$ cat config.mk
export PLATFORM = sky130hd
export DESIGN_NAME = fp_result_display
export DESIGN_NICKNAME = d
export VERILOG_FILES = /design/src/rtl/fp_result_display.sv
export SDC_FILE = /design/constraint.sdc
export NUM_CORES = 1
export LEC_CHECK = 0
export BUFFER_PORTS_ARGS = -buffer_cell sky130_fd_sc_hd__clkbuf_2
export CAP_MARGIN = 20
export CORE_ASPECT_RATIO = 0.8
export CORE_MARGIN = 10
export CORE_UTILIZATION = 38
export CTS_BUF_LIST = sky130_fd_sc_hd__clkbuf_4
export DETAILED_ROUTE_END_ITERATION = 10
export GPL_ROUTABILITY_DRIVEN = 0
export PLACE_DENSITY = 0.54
export SYNTH_ARGS = -nofsm -noshare
export SYNTH_HDL_FRONTEND = slang
export SYNTH_SLANG_ARGS = --single-unit
$ cat constraint.sdc
create_clock -name clk -period 2.2 [get_ports clk]
set_input_delay 0.22 -clock clk [delete_from_list [all_inputs] [get_ports clk]]
set_output_delay 0.22 -clock clk [all_outputs]
set_load 0.05 [all_outputs]
$ cat src/rtl/fp_result_display.sv
`default_nettype none
// ============================================================================
//  Module   : fp_result_display
//  Purpose  : Buffers one {S,E,F} converter result and shows it on a 4-digit
//             multiplexed common-anode 7-seg display as "<sign><F>E<E>".
//  Revision : 1.0  initial release
// ============================================================================
module fp_result_display #(
  parameter int unsigned REFRESH_DIV = 16'd50000
) (
  input  logic       clk,
  input  logic       rst,
  input  logic       in_valid,
  output logic       in_ready,
  input  logic       S,
  input  logic [2:0] E,
  input  logic [3:0] F,
  output logic [3:0] an,
  output logic [6:0] seg,
  output logic       updated
);

  localparam int unsigned      CNT_W      = (REFRESH_DIV > 1) ? $clog2(REFRESH_DIV) : 1;
  localparam logic [CNT_W-1:0] c_cnt_last = CNT_W'(REFRESH_DIV - 1);

  localparam logic [6:0] c_seg_minus = 7'b0111111;
  localparam logic [6:0] c_seg_blank = 7'b1111111;
  localparam logic [6:0] c_seg_e     = 7'b0000110;

  logic [CNT_W-1:0] r_refresh_cnt;
  logic [1:0]       r_dig_idx;
  logic             r_pend_valid;
  logic [7:0]       r_pend;
  logic             r_disp_s;
  logic [2:0]       r_disp_e;
  logic [3:0]       r_disp_f;
  logic             r_updated;

  logic             w_tc;
  logic             w_fb;
  logic             w_accept;
  logic [3:0]       w_an;
  logic [6:0]       w_seg;

  function automatic logic [6:0] hex7(input logic [3:0] v);
    case (v)
      4'h0: hex7 = 7'b1000000;
      4'h1: hex7 = 7'b1111001;
      4'h2: hex7 = 7'b0100100;
      4'h3: hex7 = 7'b0110000;
      4'h4: hex7 = 7'b0011001;
      4'h5: hex7 = 7'b0010010;
      4'h6: hex7 = 7'b0000010;
      4'h7: hex7 = 7'b1111000;
      4'h8: hex7 = 7'b0000000;
      4'h9: hex7 = 7'b0010000;
      4'hA: hex7 = 7'b0001000;
      4'hB: hex7 = 7'b0000011;
      4'hC: hex7 = 7'b1000110;
      4'hD: hex7 = 7'b0100001;
      4'hE: hex7 = 7'b0000110;
      default: hex7 = 7'b0001110;
    endcase
  endfunction

  assign w_tc     = (r_refresh_cnt == c_cnt_last);
  assign w_fb     = w_tc && (r_dig_idx == 2'd3);
  assign w_accept = in_valid && !r_pend_valid;

  always_ff @(posedge clk or posedge rst) begin
    if (rst) begin
      r_refresh_cnt <= '0;
      r_dig_idx     <= 2'd0;
    end else if (w_tc) begin
      r_refresh_cnt <= '0;
      r_dig_idx     <= r_dig_idx + 2'd1;
    end else begin
      r_refresh_cnt <= r_refresh_cnt + 1'b1;
    end
  end

  // Accept needs the buffer empty and transfer needs it full, so the two
  // branches are mutually exclusive.
  always_ff @(posedge clk or posedge rst) begin
    if (rst) begin
      r_pend_valid <= 1'b0;
      r_pend       <= 8'd0;
      r_disp_s     <= 1'b0;
      r_disp_e     <= 3'd0;
      r_disp_f     <= 4'd0;
      r_updated    <= 1'b0;
    end else begin
      r_updated <= 1'b0;
      if (w_accept) begin
        r_pend       <= {S, E, F};
        r_pend_valid <= 1'b1;
      end else if (w_fb && r_pend_valid) begin
        {r_disp_s, r_disp_e, r_disp_f} <= r_pend;
        r_pend_valid <= 1'b0;
        r_updated    <= 1'b1;
      end
    end
  end

  always_comb begin
    w_an            = 4'b1111;
    w_an[r_dig_idx] = 1'b0;
  end

  always_comb begin
    w_seg = c_seg_blank;
    case (r_dig_idx)
      2'd3:    w_seg = r_disp_s ? c_seg_minus : c_seg_blank;
      2'd2:    w_seg = hex7(r_disp_f);
      2'd1:    w_seg = c_seg_e;
      default: w_seg = hex7({1'b0, r_disp_e});
    endcase
  end

  assign in_ready = !r_pend_valid;
  assign an       = w_an;
  assign seg      = w_seg;
  assign updated  = r_updated;

endmodule
`default_nettype wire

; ---- Word-level counts from Yosys, hierarchy flattened
; Memories as Yosys holds them, arrays and structs flattened.
; Index checks and enable logic that the tools add are counted.
; Widths: inputs -> output; s select.
[classes]
order_cmp = 2
n_reduce_logical = 7
muxes = 9
n_addsub = 2
n_bitwise = 2
eq_ne = 4
[ops]
columns = cell, n
row1 = $pmux 7 s3, 1
row2 = $add 16x1->16 const B, 1
row3 = $eq 16x16->1 const B, 1
row4 = $mux 16, 1
row5 = $mux 7, 1
row6 = $mux 1, 5
row7 = $eq 2x2->1 const B, 2
row8 = $logic_and 1x1->1, 4
row9 = $not 4->4, 1
row10 = $lt 2x3->1 const B, 1
row11 = $add 2x1->2 const B, 1
row12 = $demux 1 s2, 1
row13 = $eq 2x1->1 const B, 1
row14 = $ge 2x1->1 const B, 1
row15 = $reduce_and 2->1, 1
row16 = $reduce_bool 2->1, 1
row17 = $logic_not 1->1, 1
row18 = $not 1->1, 1
[word_totals]
mem_bits_ro = 168
regBits = 36
in_bits = 11
out_inout_bits = 13
memories = 2
[memory_table]
columns = memory, words, width, read_ports, rd_ports_with_merged_regs, wr, line_no
row1 = (name not given), 16, 7, 1, 0, 0, 46  ; case (v)
row2 = (name not given), 8, 7, 1, 0, 0, 46

; ---- Logic depth before layout (Yosys ltp)
; Gate-level depths: netlist (run 1).
[depth]
ltp_word = 5
mapped_depth = 6
depth_no_buf = 6

; ---- Worst setup path after synthesis (run 1)
; Ideal clock, no wire load.
[synth_timing]
kind = flip-flop to output port
startpoint = reg r_disp_f[0]
endpoint = out seg[2]
slack_ns = -0.423
required_ns = 1.980
arrival_time_ns = 2.403
stages_incl_launch_ff = 7
cell_sequence = dfrtp_1 > inv_1 > ha_1 > or3b_2 > a21oi_1 > nor3_1 > o21ai_0
[synth_between]
elab_chain_cells = 2
[synth_lines]
columns = item, line_no
row1 = start: declaration, 36  ; logic [3:0] r_disp_f;
row2 = start signal: assignment, 98  ; {r_disp_s, r_disp_e, r_disp_f} <= r_pend;
row3 = $mem_v2 16x7, n/a
row4 = $pmux 7 s3, 112  ; case (r_dig_idx)
row5 = end: declaration, 19  ; output logic [6:0] seg,
; Every way passes these cells.

; ---- Worst setup path after layout (run 1)
; Same ends and word-level chain as after synthesis.

==> results of run 1 <==
## through the flow
step	setup TNS, ns	std cells	setup WS [ns]	cell area [um^2]	total power [uW]
after CTS	0	303	0.000801	2440	1080
final	0	303	0.0654	2530	1060
after global routing	-0.0956	303	-0.0381	2530	1110
after floorplan	0	204	0.0443	2100	722
after global placement	0	294	0.165	2330	739
after detailed placement	0	294	0.180	2330	741
## report_power, final
group / switching [uW] / internal [uW]
clock network: 198 / 130
registers: 9.16 / 678
logic: 19.0 / 21.2
## layout make-up
cell class              instances  area, um^2  share of cell area
multi-input cells             142        1180               0.467
flip-flops and latches         36         903               0.357
repair buffers                 34         239              0.0945
well taps                      65        81.3              0.0321
inverters                      19        73.8              0.0292
clock buffers                   6        45.0              0.0178
clock inverters                 1        5.00             0.00198
## cells by family after synthesis
kind of cell	after synthesis
compound gates	25
buf+inv	26
mux	18
simple gates	68
flops	36
fa+ha+maj	18
xor+xnor	13
## placed cells by master (no fill, tap or decap), types with 2 or more instances in the layout
cell,n
a21oi_1,4
a22oi_1,3
and4_1,2
buf_2,2
buf_4,10
buf_8,3
clkbuf_2,16
clkbuf_4,7
dfrtp_1,34
dfrtp_2,2
ha_1,13
ha_2,4
inv_1,15
inv_2,3
mux2_1,8
mux2_2,9
nand2_1,9
nand2b_1,6
nand2b_4,2
nand3_1,8
nand3b_1,2
nand4_1,5
nor2_1,14
nor2b_1,2
nor3_1,5
nor3_2,2
nor4b_2,2
o211ai_1,2
o21ai_0,8
o21ai_2,2
or3_1,2
xnor2_1,7
xor2_1,6
## worst max-delay path, cell delays in order, from the launching register on
cell,delay (ns)
dfrtp_1,0.41
inv_2,0.11
ha_2,0.18
or3b_4,0.38
a21oi_4,0.14
nor3_2,0.05
o21ai_2,0.16
buf_8,0.16
## flip-flops by register name (all words and copies together), names as in the netlist
signal	flops
r_dig_idx	2
r_pend	8
updated	1
r_pend_valid	1
r_disp_e	3
r_disp_s	1
r_refresh_cnt	16
r_disp_f	4
## what timing repair did
| action | 4_1_cts | 5_1_grt |
|---|---|---|
| buffers inserted | 1 | 0 |
| setup endpoints to repair | 7 | 7 |
| pin swaps | 0 | 7 |
| hold endpoints to repair | 36 | 0 |
| gates resized for setup | 12 | 28 |
| hold buffers | 1 | 0 |
## metal layers
metal | wire length (um) | up-vias
li1 | - | 767
met1 | 2340 | 685
met2 | 1530 | 35
met3 | 254 | 7
met4 | 63 | 0
met5 | 0 | -
## how the worst min path moves through the flow
stage / startpoint / end / slack [ns]
final: F[0] / r_pend[0] / 0.12
after global routing: F[0] / r_pend[0] / 0.1
after CTS: F[1] / r_pend[1] / 0.10
after detailed placement: rst / r_pend[0] / 0.33
after global placement: rst / r_pend[0] / 0.33
after floorplan: in_valid / r_pend_valid / 0.36
==> metrics, run 1 <==
status finished, final reports clean; DR iter-0 viols 50; top_reg_cell synth dfrtp_1; largest net degree at the start of global routing 37; Port Buf Inserts 23; CP endpoint kind output pin; CP Class reg2out; worst path arrival time 1.91 ns; Layout Area Growth over Synthesis 21.1%; most common library cells after synthesis 36 x dfrtp_1, 19 x inv_1, 18 x ha_1; worst-case hold slack 0.117 ns; CP Data Required Time 1.98 ns; Worst-Skew Late Latency 0.33 ns; GRT overflow 0; Tmin final 2.13 ns; Nets 267; Post-Synth Adder-Cell Area 0.108; CP endpoint seg[2]; Synth area leader dfrtp_1; Via Count 1,494; RSZ-0062 raised after global routing yes; final setup vio count 0; Yosys reg bits 36; Synth Area in Compound Gates 0.0737; Die Wd 103 um; GR Layer Usage met2 0.123; Mapped Nets 233; Worst R2R End r_disp_f[1]; clock root buffer clkbuf_4; worst slew pin tran 0.450 ns; clock sinks 36; Gate Count Post-Synth 204; R2R cell count 5; initial antenna violation count 0; Synth top area share 0.431; worst min path class in2reg; core area 5380 um^2; pins over their slew limit 0; row count 24; flop-to-flop setup slack 0.23 ns; # diodes 0; Pleak 0.00114 uW; IO Pins 24; synth warn 0; die area 8880 um^2; GRT Total Usage 0.101; period utilization 0.970; EDFF count, synth 0; main combinational cell family by area after synthesis simple AND/OR/NAND/NOR gates; Max transition margin 0.700; # Max-Cap Violations 0; post-synthesis mux area share 0.102; Vias/cell 4.93; final WL 4190 um; Synth Cell Area 2090 um^2; maximum vdd drop 0.000202 V; layout cells sized above 1 0.315; fillcell total 514; Avg Cell Area, Syn 10.2 um^2; H-Tree Depth 2; DR DRC count 0; Detail Placement HPWL 3240 um; async set-or-reset flop fraction in the synthesized netlist 1.00; hold-critical path depth 2; average wire per standard cell 13.8 um; most frequent cell after synthesis dfrtp_1; Max Fanout on Critical Path 4; met1 usage 0.155; Worst setup SP type flop; Hold Vio Cnt, Final 0; met3 Usage GRT 0.0334; router iterations before antenna repair 5; final clock skew 0.0125 ns; post-synthesis simple-gate area fraction 0.181; most used routing layer in global routing met1; Num CTS Buffers 5; pwr dens 417 nW/um^2; global-route wire length before repair 7160 um; CTS clk-pin slew, worst paths 0.09 ns; fmax 468 MHz; Seq/Total Area, Yosys 0.431; post-route ant nets 0; synth unique cells 36; CTS tree yes; Clock Path Buffers 2; synth top area cells dfrtp_1 43%, ha_1 11%, mux2_2 4.9%, mux2_1 4.3%, inv_1 3.4%; CP startpoint r_disp_f[0]; reg-to-reg startpoint r_refresh_cnt[0]; vias in the first global route 1,448; initial core utilization 0.389; DIE HEIGHT 86.3 um; XOR/XNOR Fraction of Synth Area 0.0545; Final Util 0.471
(Power assumes the default switching activity.)
==> run 2, diff against run 1 <==
--- a/config.mk
+++ b/config.mk
@@ -7,13 +7,16 @@
 export LEC_CHECK = 0
 export BUFFER_PORTS_ARGS = -buffer_cell sky130_fd_sc_hd__clkbuf_2
 export CAP_MARGIN = 20
-export CORE_ASPECT_RATIO = 0.8
+export CELL_PAD_IN_SITES_DETAIL_PLACEMENT = 1
+export CELL_PAD_IN_SITES_GLOBAL_PLACEMENT = 1
+export CORE_ASPECT_RATIO = 1.5
 export CORE_MARGIN = 10
 export CORE_UTILIZATION = 38
 export CTS_BUF_LIST = sky130_fd_sc_hd__clkbuf_4
+export CTS_CLUSTER_SIZE = 24
 export DETAILED_ROUTE_END_ITERATION = 10
 export GPL_ROUTABILITY_DRIVEN = 0
-export PLACE_DENSITY = 0.54
+export PLACE_DENSITY = 0.66
 export SYNTH_ARGS = -nofsm -noshare
 export SYNTH_HDL_FRONTEND = slang
 export SYNTH_SLANG_ARGS = --single-unit
==> run 2 against run 1 <==
Wire length is 15% higher; global-route usage is 1.1 points higher; hold slack worse by 0.0047 ns; register-to-register slack hardly changed; maximum frequency is 2.0% lower; combinational power is 3% higher; die area is 0.48% higher; core utilization is 0.71 points lower; via count is 3.5% higher; final cell count is 1.7% higher; largest power group unchanged.
==> metrics, run 2 (synthesis results as in run 1) <==
CP Data Required Time 1.98 ns (about the same); Place WS 0.211 ns (+0.0312 ns); clock sinks 36 (unchanged); router iterations before antenna repair 4 (-1); CP top delay family multiplexers; setup TNS 0 ns (unchanged); global-route wire length before repair 7960 um (+11%); CP endpoint kind output pin; Tmin final 2.18 ns (+0.0425 ns); fmax 459 MHz (-2.0%); most frequent cell on the critical path inv_2; CTS tree yes; Layout Area Growth over Synthesis 20.0%; Largest Register r_refresh_cnt; flop-to-flop setup slack 0.22 ns (about the same); Crit path depth 8 (+1); CP startpoint r_disp_f[0]; pwr dens 418 nW/um^2 (+0.30%); average wire per standard cell 15.7 um (+13%); final setup vio count 0 (unchanged); DIE HEIGHT 111 um (+28%); Die Wd 80.5 um (-22%); initial core utilization 0.386 (-0.00243); H-Tree Depth 2 (unchanged); reg-to-reg startpoint r_refresh_cnt[0]; CP bufs+invs 4 (+2); crit path cell chain inv_2, buf_6, ha_4, inv_2, mux4_2, nand2_2, a32oi_1, clkbuf_8; core area 5410 um^2 (+0.63%); Pleak 0.00112 uW (-1.4%); Worst setup SP type flop; CP Class reg2out; Max Fanout on Critical Path 3 (-1); RSZ-0062 raised after global routing yes; Final Util 0.464 (-0.00710); most frequent cells in the layout 33 x dfrtp_1, 16 x clkbuf_2, 15 x inv_1; # diodes 0 (unchanged); Nets 267 (unchanged); IO Pins 24 (unchanged); worst min path class in2reg; layout cells sized above 1 0.307 (-0.00840); Hold Vio Cnt, Final 0 (unchanged); Vias/cell 5.02 (+1.8%); Top Registers r_refresh_cnt: 16 flops, r_pend: 8 flops, r_disp_f: 4 flops; Worst-Skew Late Latency 0.34 ns (about the same); Worst R2R End r_disp_s; Hold Path End r_pend[1]; CTS clk-pin slew, worst paths 0.10 ns (about the same); CP max stage cell mux4_2; status finished, final reports clean; hold-critical path depth 2 (unchanged); flip-flop count of the largest register after layout 16 (unchanged); Clock Path Buffers 2 (unchanged); DR iter-0 viols 26 (-48%); initial antenna violation count 0 (unchanged); Num CTS Buffers 5 (unchanged); Pwr Total 1050 uW (-0.59%); Max transition margin 0.692 (-0.00816); GRT overflow 0 (unchanged); pins over their slew limit 0 (unchanged); period utilization 0.990 (+0.0193); CP peak stage delay 0.44 ns (+0.03 ns); largest net degree at the start of global routing 37 (unchanged); R2R cell count 5 (unchanged); vias in the first global route 1,690 (+17%); Port Buf Inserts 23 (unchanged); # Max-Cap Violations 0 (unchanged); Detail Placement HPWL 3810 um (+18%); worst path arrival time 1.96 ns (+0.05 ns); final worst setup slack 0.0229 ns (-0.0425 ns); worst-case hold slack 0.112 ns (-0.00473 ns); clock root buffer clkbuf_4; Via Count 1,546 (+3.5%); GRT Total Usage 0.112 (+0.0109); DR DRC count 0 (unchanged); final WL 4830 um (+15%); worst hold start F[1]; final clock skew 0.00556 ns (-0.00695 ns); maximum vdd drop 0.000378 V (+87%); most common cell after layout, fill and taps aside dfrtp_1; worst slew pin tran 0.463 ns (+0.0122 ns); die area 8930 um^2 (+0.48%); row count 33 (+38%); post-route ant nets 0 (unchanged)
run 2: cell count changes in the layout (fill, tap and decap cells not counted), moves of 2 or more:
cell	before	now
buf_2	2	0
buf_4	10	12
clkinv_1	0	2
ha_1	13	11
nand2b_1	6	8
nand2b_4	2	0
o21ai_0	8	6
o21ai_1	0	2
run 2: repair_timing:
item                                    in CTS  in global routing
endpoints found under the setup margin       7                  7
hold endpoints to repair                    36                  0
hold buffers                                 1                  0
setup buffers                                3                  0
pin swaps                                    1                  5
gates resized for setup                     18                 24
run 2: routing by layer:
| metal | vias up | GRT usage | part of all wire |
|---|---|---|---|
| met5 | - | 0 | 0 |
| met2 | 20 | 0.212 | 0.57 |
| li1 | 760 | - | - |
| met4 | 0 | 0.0425 | 0.021 |
| met3 | 7 | 0.0235 | 0.028 |
| met1 | 759 | 0.110 | 0.38 |
run 2: worst register-to-register path: stages, from the launching register on:
cell and delay, ns:
dfrtp_1 0.40, ha_1 0.22, and4_1 0.26, and4_1 0.22, and2b_1 0.40, mux2_1 0.37
run 2: how the worst max path moves through the flow:
stage / endpoint
2_1_floorplan: seg[3]
3_3_place_gp: seg[2]
3_5_place_dp: seg[2]
4_1_cts: seg[2]
5_1_grt: seg[3]
6_report: seg[3]
run 2: layout make-up:
| cell class | count | area, um^2 |
|---|---|---|
| Tap cell | 70 | 87.6 |
| Clock buffer | 5 | 37.5 |
| Sequential cell | 36 | 905 |
| Multi-Input combinational cell | 142 | 1160 |
| Clock inverter | 2 | 7.51 |
| Fill cell | 627 | 2900 |
| Inverter | 19 | 71.3 |
| Timing Repair Buffer | 34 | 243 |
run 2: metrics by stage:
stage          cell area, um^2  instances
2_1_floorplan             2100        204
3_3_place_gp              2320        297
3_5_place_dp              2320        297
4_1_cts                   2460        308
5_1_grt                   2510        308
6_report                  2510        308
run 2: power breakdown:
part           leakage, uW  switching (uW)  internal, uW  total, uW
clock            0.0000261             209           112        321
combinational     0.000628            20.0          21.2       41.3
sequential        0.000466            8.66           678        687
total              0.00112             238           811       1050
